===== config.mk =====
export PLATFORM = sky130hd
export DESIGN_NAME = fifo_wr_arbiter_flat
export DESIGN_NICKNAME = d
export VERILOG_FILES = /design/src/rtl/fifo_wr_arbiter_if.sv /design/src/rtl/fifo_wr_arbiter.sv /design/src/flat_wrapper.sv
export SDC_FILE = /design/constraint.sdc
export NUM_CORES = 1
export LEC_CHECK = 0
export CAP_MARGIN = 5
export CORE_MARGIN = 3
export CORE_UTILIZATION = 39
export CTS_CLUSTER_DIAMETER = 30
export DETAILED_ROUTE_END_ITERATION = 8
export GPL_TIMING_DRIVEN = 0
export PLACE_DENSITY_LB_ADDON = 0.12
export SLEW_MARGIN = 20
export SYNTH_ARGS = -nofsm -noshare
export SYNTH_HDL_FRONTEND = slang
export SYNTH_SLANG_ARGS = --single-unit

===== constraint.sdc =====
create_clock -name clk_i -period 2.2 [get_ports clk_i]
set_clock_uncertainty 0.15 [all_clocks]
set_input_delay 0.33 -clock clk_i [delete_from_list [all_inputs] [get_ports clk_i]]
set_output_delay 0.33 -clock clk_i [all_outputs]
set_load 0.02 [all_outputs]

===== src/rtl/fifo_wr_arbiter_if.sv =====
// Bundle of requester-side and FIFO-side signals around the write arbiter.
// Signal suffixes are from the arbiter's point of view; the arbiter uses the master modport.
interface fifo_wr_arbiter_if #(
   parameter int DWIDTH  = 8,
   parameter int AWIDTH  = 4,
   parameter int NUM_REQ = 4
);
   logic [NUM_REQ-1:0]        req_valid_i;
   logic [NUM_REQ*DWIDTH-1:0] req_data_i;
   logic [NUM_REQ-1:0]        req_ready_o;
   logic [NUM_REQ-1:0]        grant_o;
   logic                      busy_o;
   logic                      fifo_wrreq_o;
   logic [DWIDTH-1:0]         fifo_data_o;
   logic                      fifo_full_i;
   logic [AWIDTH-1:0]         fifo_usedw_i;

   modport master (
      input  req_valid_i,
      input  req_data_i,
      input  fifo_full_i,
      input  fifo_usedw_i,
      output req_ready_o,
      output grant_o,
      output busy_o,
      output fifo_wrreq_o,
      output fifo_data_o
   );

   modport slave (
      output req_valid_i,
      output req_data_i,
      output fifo_full_i,
      output fifo_usedw_i,
      input  req_ready_o,
      input  grant_o,
      input  busy_o,
      input  fifo_wrreq_o,
      input  fifo_data_o
   );
endinterface


===== src/rtl/fifo_wr_arbiter.sv =====
// Round-robin arbiter granting one of NUM_REQ requesters bursts of up to BURST_LEN
// words into a single downstream FIFO write port, never overfilling the FIFO.
//
// state   | meaning
// S_IDLE  | no owner, grant_o = 0, waiting for any req_valid_i
// S_GRANT | one requester owns the write port (grant_o one-hot)
module fifo_wr_arbiter #(
   parameter int DWIDTH    = 8,
   parameter int AWIDTH    = 4,
   parameter int NUM_REQ   = 4,
   parameter int BURST_LEN = 4
) (
   input logic              clk_i,
   input logic              rst_i,
   fifo_wr_arbiter_if.master bus
);

   localparam int DEPTH = 1 << AWIDTH;
   localparam int IDXW  = $clog2(NUM_REQ);
   localparam int OCCW  = AWIDTH + 2;

   typedef enum logic [0:0] {
      S_IDLE  = 1'b0,
      S_GRANT = 1'b1
   } state_t;

   state_t              state_q;
   logic [NUM_REQ-1:0]  grant_q;
   logic [IDXW-1:0]     owner_q;
   logic [IDXW-1:0]     last_q;
   logic [7:0]          beat_q;
   logic                wrreq_q;
   logic [DWIDTH-1:0]   data_q;

   logic [OCCW-1:0]     occ;
   logic                space_ok;
   logic [NUM_REQ-1:0]  ready;
   logic                owner_valid;
   logic [DWIDTH-1:0]   owner_word;
   logic                xfer;
   logic                last_beat;
   logic                rel_grant;
   logic                pick_found;
   logic [IDXW-1:0]     pick_idx;
   logic [IDXW-1:0]     cand;
   logic [NUM_REQ-1:0]  grant_d;

   // The pending registered write is counted so a word already on its way
   // to the FIFO is never forgotten when judging free space.
   assign occ      = (bus.fifo_full_i ? OCCW'(DEPTH) : OCCW'(bus.fifo_usedw_i))
                     + OCCW'(wrreq_q);
   assign space_ok = occ < OCCW'(DEPTH);
   assign ready    = grant_q & {NUM_REQ{space_ok}};

   assign owner_valid = bus.req_valid_i[owner_q];
   assign xfer        = |(bus.req_valid_i & ready);
   assign last_beat   = beat_q == 8'(BURST_LEN - 1);
   assign rel_grant   = (state_q == S_GRANT) && (!owner_valid || (xfer && last_beat));

   always_comb begin
      owner_word = '0;
      for (int k = 0; k < NUM_REQ; k++) begin
         if (IDXW'(k) == owner_q) begin
            owner_word = bus.req_data_i[k*DWIDTH +: DWIDTH];
         end
      end
   end

   // Search starts just after the last owner, so that owner ends up lowest priority.
   always_comb begin
      pick_found = 1'b0;
      pick_idx   = '0;
      cand       = '0;
      for (int i = 1; i <= NUM_REQ; i++) begin
         cand = IDXW'((int'(last_q) + i) % NUM_REQ);
         if (!pick_found && bus.req_valid_i[cand]) begin
            pick_found = 1'b1;
            pick_idx   = cand;
         end
      end
   end

   assign grant_d = NUM_REQ'(1) << pick_idx;

   always_ff @(posedge clk_i or posedge rst_i) begin
      if (rst_i) begin
         state_q <= S_IDLE;
         grant_q <= '0;
         owner_q <= '0;
         last_q  <= IDXW'(NUM_REQ - 1);
         beat_q  <= '0;
         wrreq_q <= 1'b0;
         data_q  <= '0;
      end else begin
         wrreq_q <= xfer;
         if (xfer) begin
            data_q <= owner_word;
         end
         case (state_q)
            S_IDLE: begin
               if (pick_found) begin
                  state_q <= S_GRANT;
                  grant_q <= grant_d;
                  owner_q <= pick_idx;
                  last_q  <= pick_idx;
                  beat_q  <= '0;
               end
            end
            S_GRANT: begin
               if (rel_grant) begin
                  if (pick_found) begin
                     grant_q <= grant_d;
                     owner_q <= pick_idx;
                     last_q  <= pick_idx;
                     beat_q  <= '0;
                  end else begin
                     state_q <= S_IDLE;
                     grant_q <= '0;
                     beat_q  <= '0;
                  end
               end else if (xfer) begin
                  beat_q <= beat_q + 8'd1;
               end
            end
         endcase
      end
   end

   assign bus.req_ready_o  = ready;
   assign bus.grant_o      = grant_q;
   assign bus.busy_o       = (state_q == S_GRANT);
   assign bus.fifo_wrreq_o = wrreq_q;
   assign bus.fifo_data_o  = data_q;

endmodule

===== src/flat_wrapper.sv =====
// flat-port wrapper written by rule: the top's interface ports become plain ports
module fifo_wr_arbiter_flat 
#(
   parameter int DWIDTH    = 8,
   parameter int AWIDTH    = 4,
   parameter int NUM_REQ   = 4,
   parameter int BURST_LEN = 4
)
  (clk_i, rst_i, bus_req_valid_i, bus_req_data_i, bus_fifo_full_i, bus_fifo_usedw_i, bus_req_ready_o, bus_grant_o, bus_busy_o, bus_fifo_wrreq_o, bus_fifo_data_o);
  fifo_wr_arbiter_if #(.DWIDTH(DWIDTH), .AWIDTH(AWIDTH), .NUM_REQ(NUM_REQ)) bus_i ();
  input logic clk_i;
  input logic rst_i;
  input wire logic [$bits(bus_i.req_valid_i)-1:0] bus_req_valid_i;
  input wire logic [$bits(bus_i.req_data_i)-1:0] bus_req_data_i;
  input wire logic [$bits(bus_i.fifo_full_i)-1:0] bus_fifo_full_i;
  input wire logic [$bits(bus_i.fifo_usedw_i)-1:0] bus_fifo_usedw_i;
  output wire logic [$bits(bus_i.req_ready_o)-1:0] bus_req_ready_o;
  output wire logic [$bits(bus_i.grant_o)-1:0] bus_grant_o;
  output wire logic [$bits(bus_i.busy_o)-1:0] bus_busy_o;
  output wire logic [$bits(bus_i.fifo_wrreq_o)-1:0] bus_fifo_wrreq_o;
  output wire logic [$bits(bus_i.fifo_data_o)-1:0] bus_fifo_data_o;
  assign bus_i.req_valid_i = bus_req_valid_i;
  assign bus_i.req_data_i = bus_req_data_i;
  assign bus_i.fifo_full_i = bus_fifo_full_i;
  assign bus_i.fifo_usedw_i = bus_fifo_usedw_i;
  assign bus_req_ready_o = bus_i.req_ready_o;
  assign bus_grant_o = bus_i.grant_o;
  assign bus_busy_o = bus_i.busy_o;
  assign bus_fifo_wrreq_o = bus_i.fifo_wrreq_o;
  assign bus_fifo_data_o = bus_i.fifo_data_o;
  fifo_wr_arbiter #(.DWIDTH(DWIDTH), .AWIDTH(AWIDTH), .NUM_REQ(NUM_REQ), .BURST_LEN(BURST_LEN)) u_core (.clk_i(clk_i), .rst_i(rst_i), .bus(bus_i));
endmodule

==> results.md <==
* R2R depth at 6
* Synth top area share at 0.390
* Fin. max-slew vios at 0
* CP max FO at 6
* Startpoint types: flop
* Power per standard cell area at 1100 nW/µm²
* Final nets at 247
* Syn nets at ~170
* FFs w/ async S/R, synth at 1.00
* Placeable Area at 3740 µm²
* Most frequent cell after synthesis: dfrtp_1
* Drt pass-1 iters at 4
* Clock buffer depth at 2
* Seq/Total Area, Yosys at 0.424
* Antenna-violating nets left at 0
* Vias at 1386
* Initial Util at 0.411
* Fin worst setup slack at -0.0370 ns
* Worst-Skew Late Latency at 0.27 ns
* R2r endpoint: u_core.owner_q[0]$_DFFE_PP0P_
* Die Wd at between 60 and 70 µm
* Req. time, crit path at 2.22 ns
* Remaining Overflow, GRT at 0
* Worst stage delay on the critical path at between 0.4 and 0.5 ns
* Routed wl met2 at 1970 µm
* Fill cell count at 309
* Total CTS buffers at 3
* Final Power at ~0.0027 W
* Clk sink count at 26
* Crit Path Class: flop to flop
* CTS tree: done
* Tmin final at 2.24 ns
* Gate Count Post-Synth at 125
* Max layer used: met4
* Average size of a mapped cell at roughly 12 µm²
* Final cycle utilization of the critical path at 1.02
* Met1 wire length at approximately 1600 µm
* Final wirelength at slightly below 4000 µm
* Peak VDD IR at 0.600 mV
* Post-synth EDFFs at 0
* R2r setup slk at -0.04 ns
* IO buf count at 60
* Failing checks: negative setup slack
* Worst slew pin tran at 0.942 ns
* Highest clock rate at 0.447 GHz
* Via density at 5.54
* Final std cells w/o fill at 250
* Crit end category: flop
* Worst-path clk slew at roughly 0.09 ns
* Reg area at between 600 and 700 µm²
* Mapped Area at 1540 µm²
* Crit-path cells: ha_2 -> or4b_4 -> nor4_4 -> a21oi_4 -> or3_4 -> o21a_1
* Most instantiated cells after synthesis: 24 x dfrtp_1, 9 x mux2_2, 8 x nand2_1
* Status: finished with violations
* Final Instance Area at 2450 µm²
* Launch point of the worst reg-to-reg path: u_core.beat_q[1]$_DFFE_PP0P_
* Area contributors post-synth: dfrtp_1 39%, mux4_1 12%, mux2_2 6.6%
* Inst Count DP at 233
* Slowest-stage cell, CP: or4b_4
* Headroom to the max-slew limit at 0.368
* Yosys cell types at 45
* Metal3 WL at 272 µm
* Remaining routing DRC violations at 0
* Number of global-route vias before repair at between 1k and 1.5k
* Initial antenna violation count at 0
* CTS Hold Bufs at 0
* Die height at 68.8 µm
* Max-cap violation count at 0
* Yosys warnings at 0
* Critical Path AT at ~2.3 ns
* HPWL Detailed at approximately 2800 µm
* CP Capture Point: u_core.owner_q[0]$_DFFE_PP0P_
* Most used DFF post-synth: dfrtp_1
* Iter 0 DRT Violations at 67
* Hold Crit Class: primary input to async pin
* Largest net degree at the start of global routing at 27
* Number of diodes at 0
* Endpoints failing setup at 6
* Area growth, synth to finish at 59.1%
* Multi-input gate area at 923 µm²
* Tot GR Track Use at 0.171
* Die Area at 4740 µm²
* Site Rows at 22
* Static leakage at 1.03 nW
* Gpl congestion at 0.833
* H-tree depth at 1
* Global-route wire length before repair at 6000 µm
* Launch point of the worst path: u_core.beat_q[1]$_DFFE_PP0P_
* Leading area contributor after synthesis: dfrtp_1
* Layout cells sized above 1 at 0.262
* Post-synthesis register bit count at 26
* Drt wl/cell at 15.7 µm
* IO Pins at 61
* RSZ-0062 raised after global routing: true
* Hold Fails Final Rpt at 0
* Area after DPL at 2210 µm²
* Clock root buffer: clkbuf_8
[cell usage in the layout (no fill, tap or decap), types with 3 or more instances in the layout]
cell type        count
a21o_1               3
a21oi_2              3
and2_1               4
buf_4               12
clkbuf_8             3
clkdlybuf4s50_1     52
dfrtp_1             24
dlygate4sd2_1        8
inv_1                5
mux2_2               9
mux4_1               7
nand2_1              6
nor2_1               4
o21ai_0              7
o31ai_1              3
[cell families after synthesis]
| group | synth area share |
|---|---|
| adder cells (fa/ha/maj) | 0.00813 |
| multiplexers | 0.236 |
| AND/OR/NAND/NOR | 0.135 |
| flip-flops | 0.424 |
| AO/OA/AOI/OAI | 0.158 |
| buffers and inverters | 0.0276 |
| XOR/XNOR | 0.0114 |
[critical path, delay by kind of cell (launching register included)]
kind | cells | cell delay (ns)
and+or+nand+nor | 3 | 1.17
DFF | 1 | 0.38
AOI/OAI and AO/OA | 2 | 0.24
adders and majority gates | 1 | 0.20
[state kept, by name, indices dropped and copies added, names as in the netlist]
| register | flops |
|---|---|
| u_core.beat_q | 8 |
| u_core.bus.fifo_data_o | 8 |
| u_core.bus.busy_o | 1 |
| u_core.bus.grant_o | 4 |
| u_core.last_q | 2 |
| u_core.owner_q | 2 |
| u_core.bus.fifo_wrreq_o | 1 |
[through the flow]
stage          hold WS [ns]  utilization  setup slack (ns)  TNS (ns)
5_1_grt               0.390        0.654            -0.128     -1.24
4_1_cts               0.369        0.616           -0.0193   -0.0451
3_5_place_dp          0.345        0.590            -0.539     -9.89
2_1_floorplan         0.219            -            0.0486         0
3_3_place_gp          0.341        0.590            -0.490     -9.30
6_report              0.299        0.654           -0.0370    -0.136
[power breakdown]
group	leakage [nW]	switching, W	internal [W]	total [W]
clock network	0.0357	0.000155	0.000244	0.000399
logic	0.673	0.000719	0.000830	0.00155
registers	0.323	0.000101	0.000655	0.000756
[final cells by class]
cell class	instances	area share
Inverter	6	0.00920
Tap cell	48	0.0245
Clock buffer	3	0.0169
Sequential cell	26	0.267
Clock inverter	1	0.0123
Multi-Input combinational cell	90	0.377
Timing Repair Buffer	73	0.283
Buffer	3	0.0107
[layer usage]
layer / GRT usage / vias up
met5: 0 / -
met2: 0.290 / 54
met1: 0.208 / 676
met3: 0.0519 / 8
met4: 0.0535 / 0
li1: - / 648
[how the worst min path moves through the flow]
| stage | from | end | slack [ns] | depth (start not counted) |
|---|---|---|---|---|
| final | rst_i | u_core.owner_q[1]$_DFFE_PP0P_ | 0.30 | 2 |
| after global routing | rst_i | u_core.bus.fifo_data_o[2]$_DFFE_PP0P_ | 0.39 | 2 |
| after CTS | u_core.bus.fifo_data_o[5]$_DFFE_PP0P_ | u_core.bus.fifo_data_o[5]$_DFFE_PP0P_ | 0.37 | 1 |
| after detailed placement | u_core.bus.fifo_data_o[1]$_DFFE_PP0P_ | u_core.bus.fifo_data_o[1]$_DFFE_PP0P_ | 0.34 | 1 |
| after global placement | u_core.bus.fifo_data_o[1]$_DFFE_PP0P_ | u_core.bus.fifo_data_o[1]$_DFFE_PP0P_ | 0.34 | 1 |
| after floorplan | rst_i | u_core.beat_q[0]$_DFFE_PP0P_ | 0.22 | 1 |
[repair_timing]
item                       in CTS  in global routing
setup buffers                   4                  9
pin swaps                       1                 12
resized for setup              11                 17
setup endpoints to repair      25                 13
gates cloned                    0                  0
No activity file was read; power rests on OpenSTA's default activity.
